$ cat src/rtl/legv8_multicycle_control.sv
// Main control FSM for the multicycle LEGv8 datapath: opcode decode, state
// sequencing, datapath enables, retired-instruction count and illegal flag.
module legv8_multicycle_control #(
  parameter int CNT_W = 16
) (
  input  logic             clk,
  input  logic             rst_n,
  input  logic [31:0]      instr,
  input  logic             zero,
  input  logic             mem_ready,
  output logic [1:0]       alu_op,
  output logic             alu_src_a,
  output logic [1:0]       alu_src_b,
  output logic [1:0]       pc_source,
  output logic             pc_we,
  output logic             ior_d,
  output logic             mem_read,
  output logic             mem_write,
  output logic             ir_write,
  output logic             reg_write,
  output logic             mem_to_reg,
  output logic             reg2loc,
  output logic [3:0]       state,
  output logic [CNT_W-1:0] retired,
  output logic             illegal
);

  localparam logic [3:0] S_INIT     = 4'd0;
  localparam logic [3:0] S_FETCH    = 4'd1;
  localparam logic [3:0] S_DECODE   = 4'd2;
  localparam logic [3:0] S_MEMADDR  = 4'd3;
  localparam logic [3:0] S_MEMREAD  = 4'd4;
  localparam logic [3:0] S_MEMWB    = 4'd5;
  localparam logic [3:0] S_MEMWRITE = 4'd6;
  localparam logic [3:0] S_EXEC     = 4'd7;
  localparam logic [3:0] S_RWB      = 4'd8;
  localparam logic [3:0] S_BRANCH   = 4'd9;
  localparam logic [3:0] S_JUMP     = 4'd10;

  logic [3:0]       state_r;
  logic [3:0]       next_state_s;
  logic [CNT_W-1:0] retired_r;
  logic             illegal_r;
  logic             is_rtype_s;
  logic             is_ldur_s;
  logic             is_stur_s;
  logic             is_cbz_s;
  logic             is_b_s;
  logic             retire_s;
  logic             illegal_set_s;
  logic             unused_instr_s;

  assign is_rtype_s = (instr[31:21] == 11'b10001011000) ||
                      (instr[31:21] == 11'b11001011000) ||
                      (instr[31:21] == 11'b10001010000) ||
                      (instr[31:21] == 11'b10101010000);
  assign is_ldur_s  = (instr[31:21] == 11'b11111000010);
  assign is_stur_s  = (instr[31:21] == 11'b11111000000);
  assign is_cbz_s   = (instr[31:24] == 8'b10110100);
  assign is_b_s     = (instr[31:26] == 6'b000101);
  assign unused_instr_s = ^instr[20:0];

  // State register; reset lands in INIT so every decoded output is 0 at once.
  always_ff @(posedge clk or negedge rst_n) begin
    if (!rst_n) begin
      state_r <= S_INIT;
    end else begin
      state_r <= next_state_s;
    end
  end

  // Next-state logic; instr is only consulted from DECODE onward.
  always_comb begin
    next_state_s = S_INIT;
    case (state_r)
      S_INIT:     next_state_s = S_FETCH;
      S_FETCH:    next_state_s = mem_ready ? S_DECODE : S_FETCH;
      S_DECODE: begin
        if (is_ldur_s || is_stur_s) begin
          next_state_s = S_MEMADDR;
        end else if (is_rtype_s) begin
          next_state_s = S_EXEC;
        end else if (is_cbz_s) begin
          next_state_s = S_BRANCH;
        end else if (is_b_s) begin
          next_state_s = S_JUMP;
        end else begin
          next_state_s = S_FETCH;
        end
      end
      S_MEMADDR: begin
        if (is_ldur_s) begin
          next_state_s = S_MEMREAD;
        end else if (is_stur_s) begin
          next_state_s = S_MEMWRITE;
        end else begin
          next_state_s = S_FETCH;
        end
      end
      S_MEMREAD:  next_state_s = mem_ready ? S_MEMWB : S_MEMREAD;
      S_MEMWB:    next_state_s = S_FETCH;
      S_MEMWRITE: next_state_s = mem_ready ? S_FETCH : S_MEMWRITE;
      S_EXEC:     next_state_s = S_RWB;
      S_RWB:      next_state_s = S_FETCH;
      S_BRANCH:   next_state_s = S_FETCH;
      S_JUMP:     next_state_s = S_FETCH;
      default:    next_state_s = S_INIT;
    endcase
  end

  // Illegal opcodes return to FETCH straight from DECODE, so they never retire.
  assign retire_s = (next_state_s == S_FETCH) &&
                    ((state_r == S_MEMWB) || (state_r == S_MEMWRITE) ||
                     (state_r == S_RWB)   || (state_r == S_BRANCH)   ||
                     (state_r == S_JUMP));
  assign illegal_set_s = (state_r == S_DECODE) && !(is_ldur_s || is_stur_s ||
                         is_rtype_s || is_cbz_s || is_b_s);

  // Retired-instruction counter (wraps) and sticky illegal-opcode flag.
  always_ff @(posedge clk or negedge rst_n) begin
    if (!rst_n) begin
      retired_r <= {CNT_W{1'b0}};
      illegal_r <= 1'b0;
    end else begin
      if (retire_s) begin
        retired_r <= retired_r + {{(CNT_W-1){1'b0}}, 1'b1};
      end
      if (illegal_set_s) begin
        illegal_r <= 1'b1;
      end
    end
  end

  // Moore output decode; FETCH and BRANCH qualify their PC write with inputs.
  always_comb begin
    alu_op     = 2'b00;
    alu_src_a  = 1'b0;
    alu_src_b  = 2'b00;
    pc_source  = 2'b00;
    pc_we      = 1'b0;
    ior_d      = 1'b0;
    mem_read   = 1'b0;
    mem_write  = 1'b0;
    ir_write   = 1'b0;
    reg_write  = 1'b0;
    mem_to_reg = 1'b0;
    case (state_r)
      S_FETCH: begin
        mem_read  = 1'b1;
        alu_src_b = 2'b01;
        ir_write  = mem_ready;
        pc_we     = mem_ready;
      end
      S_DECODE:   alu_src_b = 2'b11;
      S_MEMADDR: begin
        alu_src_a = 1'b1;
        alu_src_b = 2'b10;
      end
      S_MEMREAD: begin
        mem_read = 1'b1;
        ior_d    = 1'b1;
      end
      S_MEMWB: begin
        reg_write  = 1'b1;
        mem_to_reg = 1'b1;
      end
      S_MEMWRITE: begin
        mem_write = 1'b1;
        ior_d     = 1'b1;
      end
      S_EXEC: begin
        alu_src_a = 1'b1;
        alu_op    = 2'b10;
      end
      S_RWB:      reg_write = 1'b1;
      S_BRANCH: begin
        alu_src_a = 1'b1;
        alu_op    = 2'b01;
        pc_source = 2'b01;
        pc_we     = zero;
      end
      S_JUMP: begin
        pc_source = 2'b10;
        pc_we     = 1'b1;
      end
      default: begin
        alu_op = 2'b00;
      end
    endcase
  end

  assign reg2loc = (state_r != S_INIT) && (is_stur_s || is_cbz_s);
  assign state   = state_r;
  assign retired = retired_r;
  assign illegal = illegal_r;

endmodule
$ cat config.mk
export PLATFORM = sky130hd
export DESIGN_NAME = legv8_multicycle_control
export DESIGN_NICKNAME = d
export VERILOG_FILES = /design/src/rtl/legv8_multicycle_control.sv
export SDC_FILE = /design/constraint.sdc
export NUM_CORES = 1
export LEC_CHECK = 0
export BUFFER_PORTS_ARGS = -buffer_cell sky130_fd_sc_hd__buf_2
export CAP_MARGIN = 0
export CORE_MARGIN = 8
export CORE_UTILIZATION = 30
export CTS_CLUSTER_DIAMETER = 200
export DETAILED_ROUTE_END_ITERATION = 7
export PLACE_DENSITY_LB_ADDON = 0.2
export SLEW_MARGIN = 10
export SYNTH_ARGS = -nofsm -noshare
export SYNTH_HDL_FRONTEND = slang
export SYNTH_SLANG_ARGS = --single-unit
$ cat constraint.sdc
create_clock -name clk -period 2.18 [get_ports clk]
set_input_delay 0.327 -clock clk [delete_from_list [all_inputs] [get_ports clk]]
set_output_delay 0.327 -clock clk [all_outputs]
set_load 0.1 [all_outputs]
==> flow_metrics.tcl, run 1 <==
set metrics [dict create \
    run_status "finished clean" \
    hpwl_um 2987 \
    worst_pin_slew_ps 644.7 \
    cts.sinks 21 \
    antenna_found_initial 0 \
    finClkSkew_ps 4.309 \
    critical_path_arrival_ps 1780 \
    wl_per_cell_um 15.33 \
    drive_above_1_share_pct 42.78 \
    h-tree-depth 1 \
    finalMaxSlewViolations 0 \
    vias 1299 \
    dieArea_um2 6944 \
    ys_types 45 \
    start_util_pct 31.24 \
    critical_path.cell_chain "inv_1, nand2_1, nor2_4, a211o_4, buf_12" \
    path_delay_family "flip-flops" \
    cts_resized 0 \
    synth_warnings 0 \
    coreArea_um2 4354 \
    drc 0 \
    gp_congestion 0.7489 \
    netlist_instances 145 \
    fin_cells 246 \
    grt_use_total_pct 10.56 \
    rows 24 \
    clock-root-buffer "clkbuf_8" \
    ys.flop_type "dfrtp_1" \
    yosys.area.top_type_share_pct 38.64 \
    rsz0062_at_grt "no" \
    synthArstFlopShare_pct 100.0 \
    hold_buffers 0 \
    cts_setup_buffers 0 \
    setup_viol 0 \
    cts_buffers 3 \
    ys_ff_latch 21 \
    slowest_delay_ps 590 \
    dp.cells 242 \
    synth_top_cell_by_area "dfrtp_1" \
    viasPerCell 5.280 \
    gr-total-overflow 0 \
    io_pins 72 \
    path_buf_inv 2 \
    drv_cap 0 \
    setup_slack_ps 73.46 \
    grt_first_pass_wirelength_um 6375 \
    die_x_um 83.33 \
    hold_class "in -> async" \
    grt_max_degree 22 \
    synth-edff-count 0 \
    min_period_ps 2107 \
    drt_iter0_markers 69 \
    portBuffers 50 \
    drt-total-wl_um 3771 \
    fin_crit_sh_pct 96.63 \
    clock.fmax_mhz 474.7 \
    p_leak_nw 0.8014 \
    cp_data_required_time_ps 1850 \
    crit_fanout 18 \
    crit_slowest_cell "dfrtp_4" \
    antenna_cells 0 \
    nNetsFinal 232 \
    ir_drop_mv 0.5479 \
    cp-end-kind "output port" \
    clkTransAtPathRegs_ps 80 \
    synthTopCellsByArea "dfrtp_1 (39%), xnor2_1 (5.8%), xor2_1 (5.2%)" \
    cts_tree "built" \
    finalHoldViolCount 0 \
    synthToLayoutAreaGrowth_pct 43.88 \
    seq_area_frac_synth_pct 38.64 \
    pre_cts_slack_ps 297.3 \
    die_y_um 83.33 \
    final_area_um2 1957 \
    placed_area_um2 1912 \
    path_class "reg -> out" \
    antenna_left 0 \
    syn_nets 182 \
    avgSynthCellArea_um2 9.380 \
    cellPowerDensity_nw_per_um2 933.2 \
    timing.slew.headroom_pct 56.43 \
    clockBufferDepth 2 \
    syn_area_um2 1360 \
    synth.top_cells.by_count "dfrtp_1 (21), nor2_1 (14), nand2_1 (11)" \
    first_pass_iters 4 \
    grt_pass1_vias 1321 \
    start_kind "register" \
    insertion_delay_ps 260 \
    synth_most_common_cell "dfrtp_1" \
]
-- flip-flops by register name, indices dropped and copies added (netlist names) --
signal	flops
state	4
illegal	1
retired	16
-- worst paths after layout --
path	start	end	slack, ps	cells past startpoint
worst max-delay path	state[0]$_DFF_PN0_	pc_we	70	5
worst min-delay path	rst_n	retired[11]$_DFFE_PN0P_	8	1
worst max register to register	state[0]$_DFF_PN0_	retired[14]$_DFFE_PN0P_	280	4
worst min register to register	illegal$_DFFE_PN0P_	illegal$_DFFE_PN0P_	460	1
max in group asynchronous	rst_n	state[1]$_DFF_PN0_	1810	1
min in group clk	instr[21]	state[2]$_DFF_PN0_	450	4
-- cell usage in the layout, fill, tap and decap left out, types with 2 or more instances in the layout --
cell type | Yosys | layout
buf_2 | 1 | 43
dfrtp_1 | 21 | 17
nand2_1 | 11 | 10
xnor2_1 | 9 | 8
xor2_1 | 8 | 8
buf_12 | 0 | 7
nand3_1 | 6 | 6
nor4bb_1 | 6 | 6
nor2_4 | 0 | 5
nor2_1 | 14 | 5
o21ai_0 | 5 | 5
nor2_2 | 0 | 4
inv_1 | 5 | 4
nor3_1 | 6 | 4
dfrtp_4 | 0 | 4
nand4_1 | 3 | 3
a21oi_1 | 4 | 3
a31oi_1 | 3 | 3
clkbuf_8 | 0 | 3
nand2b_1 | 3 | 2
nor3_4 | 0 | 2
and3_1 | 3 | 2
o21bai_1 | 2 | 2
nand4b_1 | 2 | 2
o2111ai_1 | 2 | 2
nor4_4 | 2 | 2
buf_4 | 0 | 2
-- metal layers --
layer	global-route usage [%]	share of wire, %	vias to the layer above	routed length (um)
li1	-	-	630	-
met1	12.48	44	638	1656
met2	18.10	50	29	1887
met3	3.418	5.5	2	209
met4	2.077	0.48	0	18
met5	0	0	-	0
-- stage by stage --
stage	util [%]	total power, mW	setup TNS, ps	hold slack [ps]
finish	44.94	1.826	0	8.076
global route	44.94	1.903	0	50.86
CTS	44.94	1.843	0	23.71
detailed placement	43.91	1.586	0	310.3
global placement	43.91	1.578	0	306.4
floorplan	-	1.428	-309.8	31.41
-- where the power goes --
group          switching (mW)  internal [mW]  leakage, nW
Sequential              0.118          0.423        0.231
Combinational           0.734          0.295        0.548
Clock                   0.126          0.130       0.0228
-- cell type report --
class | count | area [um2]
flip-flops and latches | 21 | 540.5
inverters | 5 | 26.28
fillers | 398 | 2397
clock buffers | 4 | 45.04
well taps | 52 | 65.06
repair buffers | 52 | 370.4
multi-input cells | 112 | 909.6
-- kinds of logic after synthesis --
kind of cell,Yosys count,synth area share [%]
simple gates,66,30.09
mux,2,1.564
compound gates,26,13.25
xor+xnor,17,10.95
buf+inv,12,4.599
fa+ha+maj,1,0.9198
flops,21,38.64
(Power assumes the default switching activity.)
==> inputs of run 2 (changes only) <==
Settings changed: REMOVE_ABC_BUFFERS from default to 1.
==> run 2 against run 1 <==
  * Global-route usage is 0.24 points lower
  * Die area stayed put
  * Worst setup slack better by 49 ps
  * Routed wire length is 4.1% lower
  * Clock-buffer cell count stayed put
  * Hold slack better by 1.6 ps
  * Sequential power is 12% lower
  * Cell area is 7.7% lower
  * First-iteration DRC count is 54% lower
  * Via count is 2.3% lower
  * Register-to-register slack better by 120 ps
  * Critical path type unchanged
  * Largest power group unchanged
==> flow_metrics.tcl, run 2 (synthesis gave the netlist of run 1 again) <==
set metrics [dict create \
    run_status "finished clean" \
    cellPowerDensity_nw_per_um2 934.9 \
    cts_buffers 3 \
    cts.sinks 21 \
    drc 0 \
    clock-root-buffer "clkbuf_8" \
    crit_slowest_cell "dfrtp_1" \
    cts_resized 0 \
    final_area_um2 1805 \
    setup_viol 0 \
    layout_common_cells "buf_2 (46), dfrtp_1 (20), nor2_1 (14)" \
    crit_fanout 8 \
    grt_pass1_vias 1303 \
    critical_path.cell_chain "buf_4, nor2_1, and3_1, a211o_1, buf_12" \
    drt_iter0_markers 32 \
    drv_cap 0 \
    cp-end-kind "output port" \
    coreArea_um2 4354 \
    path_buf_inv 2 \
    finalPower_mw 1.688 \
    crit-reg2reg-launch "state[3]$_DFF_PN0_" \
    path_class "reg -> out" \
    vias 1269 \
    gr-total-overflow 0 \
    die_x_um 83.33 \
    finalHoldViolCount 0 \
    p_leak_nw 0.8014 \
    grt_first_pass_wirelength_um 6244 \
    min_period_ps 2057 \
    io_pins 72 \
    clkTransAtPathRegs_ps 80 \
    layout_commonest_cell "buf_2" \
    timing.slew.headroom_pct 65.08 \
    grt_max_degree 22 \
    start_kind "register" \
    placed_area_um2 1759 \
    clock.fmax_mhz 486.1 \
    path_delay_family "flip-flops" \
    start_util_pct 31.24 \
    drive_above_1_share_pct 33.83 \
    h-tree-depth 1 \
    drt-total-wl_um 3616 \
    finClkSkew_ps 2.208 \
    viasPerCell 5.016 \
    hold_class "in -> async" \
    largest_reg_flops 16 \
    grt_use_total_pct 10.32 \
    dieArea_um2 6944 \
    finalMaxSlewViolations 0 \
    hold_buffers 0 \
    fin_crit_sh_pct 94.36 \
    rows 24 \
    setup_slack_ps 122.9 \
    synthToLayoutAreaGrowth_pct 32.75 \
    nNetsFinal 239 \
    gp_congestion 0.7424 \
    antenna_found_initial 0 \
    cts_setup_buffers 0 \
    cp_data_required_time_ps 1850 \
    hpwl_um 2805 \
    pre_cts_slack_ps 308.1 \
    die_y_um 83.33 \
    slowest_delay_ps 490 \
    wl_per_cell_um 14.29 \
    portBuffers 50 \
    insertion_delay_ps 260 \
    cts_tree "built" \
    ir_drop_mv 0.6186 \
    cp-startpoint "state[2]$_DFF_PN0_" \
    antenna_cells 0 \
    rsz0062_at_grt "no" \
    first_pass_iters 4 \
    worst_pin_slew_ps 523.7 \
    critical_path_arrival_ps 1730 \
    antenna_left 0 \
    fin_util_pct 41.47 \
    clockBufferDepth 2 \
]
## run 2: cell count changes in the layout (fill, tap and decap cells not counted), moves of 4 or more
cell / change
nor2_4: -5
dfrtp_4: -4
buf_4: +7
nor2_1: +9
nor2_2: -4
## run 2: path summary, 6_finish.rpt
| kind | slack (ps) | cells after the start | to |
|---|---|---|---|
| min in group clk | 460 | 1 | illegal$_DFFE_PN0P_ |
| worst min-delay path | 10 | 1 | retired[8]$_DFFE_PN0P_ |
| worst max register to register | 400 | 4 | retired[13]$_DFFE_PN0P_ |
| worst max-delay path | 120 | 5 | pc_we |
| max in group asynchronous | 1830 | 1 | state[1]$_DFF_PN0_ |
| worst min register to register | 460 | 1 | illegal$_DFFE_PN0P_ |
## run 2: cell type report
type / instances / area [um2]
Sequential cell: 21 / 526.8
Multi-Input combinational cell: 112 / 772.0
Fill cell: 435 / 2549
Tap cell: 52 / 65.06
Clock buffer: 4 / 45.04
Inverter: 5 / 18.77
Timing Repair Buffer: 59 / 377.9
## run 2: power breakdown
| group | internal (mW) | switching [mW] |
|---|---|---|
| Combinational | 0.246 | 0.711 |
| Sequential | 0.414 | 0.0589 |
| Clock | 0.130 | 0.128 |
## run 2: stage by stage
step / hold slack, ps / cells / TNS, ps
6_report: 9.655 / 253 / 0
5_1_grt: 46.57 / 253 / 0
4_1_cts: 31.72 / 253 / 0
3_5_place_dp: 319.2 / 249 / 0
3_3_place_gp: 318.2 / 249 / 0
2_1_floorplan: 31.41 / 138 / -18440
## run 2: worst register-to-register path, stage by stage (launching register included)
cell and delay [ps]:
dfrtp_1 590, nand2b_1 130, a311o_1 510, nor4_4 320
xor2_1 170
## run 2: metal layers
layer / up-vias / track usage (%) / routed length (um)
li1: 645 / - / -
met5: - / 0 / 0
met4: 0 / 2.875 / 34
met1: 583 / 13.70 / 1816
met3: 5 / 3.320 / 238
met2: 36 / 15.49 / 1526
==> inputs of run 3 (changes only) <==
Settings changed: CELL_PAD_IN_SITES_DETAIL_PLACEMENT from default to 1, CELL_PAD_IN_SITES_GLOBAL_PLACEMENT from default to 1, GPL_TIMING_DRIVEN from default to 0.
==> run 3 against run 2 <==
  * Critical path depth shrank 1
  * Clock skew grew 3.0 ps
  * Hold slack gained 8.2 ps
  * Sequential share of layout area grew 2.0 points
  * Worst setup slack gained 19 ps
  * Largest power group unchanged
  * Cell count shrank 3.6%
  * Register-to-register slack lost 190 ps
  * Total power shrank 6.5%
  * Clock-buffer cell count shrank 1
  * Critical endpoint unchanged
  * Non-clock buffer count shrank 9
  * Flip-flop and latch count is the same
  * Routed wire length grew 11%
==> flow_metrics.tcl, run 3 (synthesis gave the netlist of run 1 again) <==
set metrics [dict create \
    run_status "finished clean" \
    path_class "reg -> out" \
    grt_max_degree 22 \
    worst_pin_slew_ps 625.4 \
    die_x_um 83.33 \
    dieArea_um2 6944 \
    setup_viol 0 \
    drive_above_1_share_pct 33.85 \
    fin_cells 244 \
    cp_data_required_time_ps 1850 \
    grt_use_total_pct 11.37 \
    ir_drop_mv 0.3970 \
    drc 0 \
    insertion_delay_ps 250 \
    grt_pass1_vias 1331 \
    finalMaxSlewViolations 0 \
    r2r_setup_slack_ps 210 \
    antenna_found_initial 0 \
    finalHoldViolCount 0 \
    rsz0062_at_grt "no" \
    hpwl_um 3187 \
    cp-end-kind "output port" \
    io_pins 72 \
    hold_class "in -> async" \
    gr-total-overflow 0 \
    setup_slack_ps 141.7 \
    worstReg2RegEnd "retired[11]$_DFFE_PN0P_" \
    vias 1274 \
    start_util_pct 31.24 \
    grt_first_pass_wirelength_um 6865 \
    start_kind "register" \
    largest_reg_flops 16 \
    clock-root-buffer "clkbuf_8" \
    viasPerCell 5.221 \
    antenna_cells 0 \
    wl_per_cell_um 16.43 \
    crit_fanout 14 \
    cellPowerDensity_nw_per_um2 929.0 \
    nNetsFinal 230 \
    rows 24 \
    timing.slew.headroom_pct 57.74 \
    cts.sinks 21 \
    h-tree-depth 1 \
    p_leak_nw 0.7434 \
    layout_commonest_cell "buf_2" \
    fin_crit_sh_pct 93.50 \
    die_y_um 83.33 \
    antenna_left 0 \
    clkTransAtPathRegs_ps 80 \
    cts_setup_buffers 0 \
    pre_cts_slack_ps 106.7 \
    reg2reg_depth 4 \
    critical_path_arrival_ps 1710 \
    synthToLayoutAreaGrowth_pct 24.93 \
    clockBufferDepth 2 \
    min_period_ps 2038 \
    finClkSkew_ps 5.218 \
    coreArea_um2 4354 \
    portBuffers 50 \
    num-fill-cells 528 \
    dp.cells 240 \
    layout_common_cells "buf_2 (47), dfrtp_1 (17), nor2_1 (13)" \
    cts_tree "built" \
    cts_buffers 3 \
    drt-total-wl_um 4010 \
    gp_congestion 0.7570 \
    drt_iter0_markers 105 \
    crit-reg2reg-launch "state[2]$_DFF_PN0_" \
    clock.fmax_mhz 490.6 \
    first_pass_iters 4 \
    drv_cap 0 \
]
## run 3: cell types whose count changed in the layout (fill, tap and decap cells not counted), sizes merged
cell,previous run,this run
buf,59,49
clkinv,0,1
## run 3: area by class of cell
| class | instances | area (um2) | share of cell area, % |
|---|---|---|---|
| Timing Repair Buffer | 50 | 257.7 | 15.17 |
| Tap cell | 52 | 65.06 | 3.829 |
| Multi-Input combinational cell | 112 | 780.7 | 45.95 |
| Inverter | 5 | 18.77 | 1.105 |
| Clock buffer | 3 | 41.29 | 2.430 |
| Sequential cell | 21 | 530.5 | 31.22 |
| Clock inverter | 1 | 5.005 | 0.2946 |
## run 3: worst max-delay path by stage
stage                       start                      end  slack (ps)
2_1_floorplan  state[0]$_DFF_PN0_             alu_src_b[0]       -1750
3_3_place_gp            instr[26]                  reg2loc         150
3_5_place_dp   state[2]$_DFF_PN0_  retired[11]$_DFFE_PN0P_         110
4_1_cts        state[0]$_DFF_PN0_                    pc_we          10
5_1_grt        state[2]$_DFF_PN0_                    pc_we          10
6_report       state[2]$_DFF_PN0_                    pc_we         140
## run 3: timing repair
| item | in CTS | in global routing |
|---|---|---|
| hold buffers | 0 | 0 |
| resized for setup | 5 | 4 |
| cloned | 0 | 0 |
| endpoints found under the setup margin | 4 | 15 |
## run 3: power breakdown
part	switching (mW)	internal, mW	total [mW]	leakage [nW]
Combinational	0.676	0.156	0.832	0.487
Clock	0.120	0.127	0.247	0.0255
Sequential	0.0841	0.416	0.500	0.231
Total	0.880	0.698	1.58	0.743
## run 3: through the flow
stage	hold WS [ps]	area, um2	power, mW	util, %	setup TNS, ps
final	17.82	1699	1.579	39.02	0
after global routing	50.15	1699	1.652	39.02	0
after CTS	31.43	1688	1.586	38.76	0
after detailed placement	314.5	1632	1.324	37.47	0
after global placement	308.6	1632	1.311	37.47	0
after floorplan	31.41	1316	1.165	-	-18440
## run 3: metal layers
layer / routed length, um / up-vias / track usage (%)
met2: 1961 / 25 / 18.60
met1: 1874 / 617 / 14.96
met5: 0 / - / 0
met4: 10 / 0 / 2.396
li1: - / 630 / -
met3: 164 / 2 / 2.246
## run 3: worst max-delay path, stage by stage (launching register included)
cell and delay (ps):
dfrtp_2 520, nand2b_1 310, nor2_1 90, a211o_1 300, buf_4 230
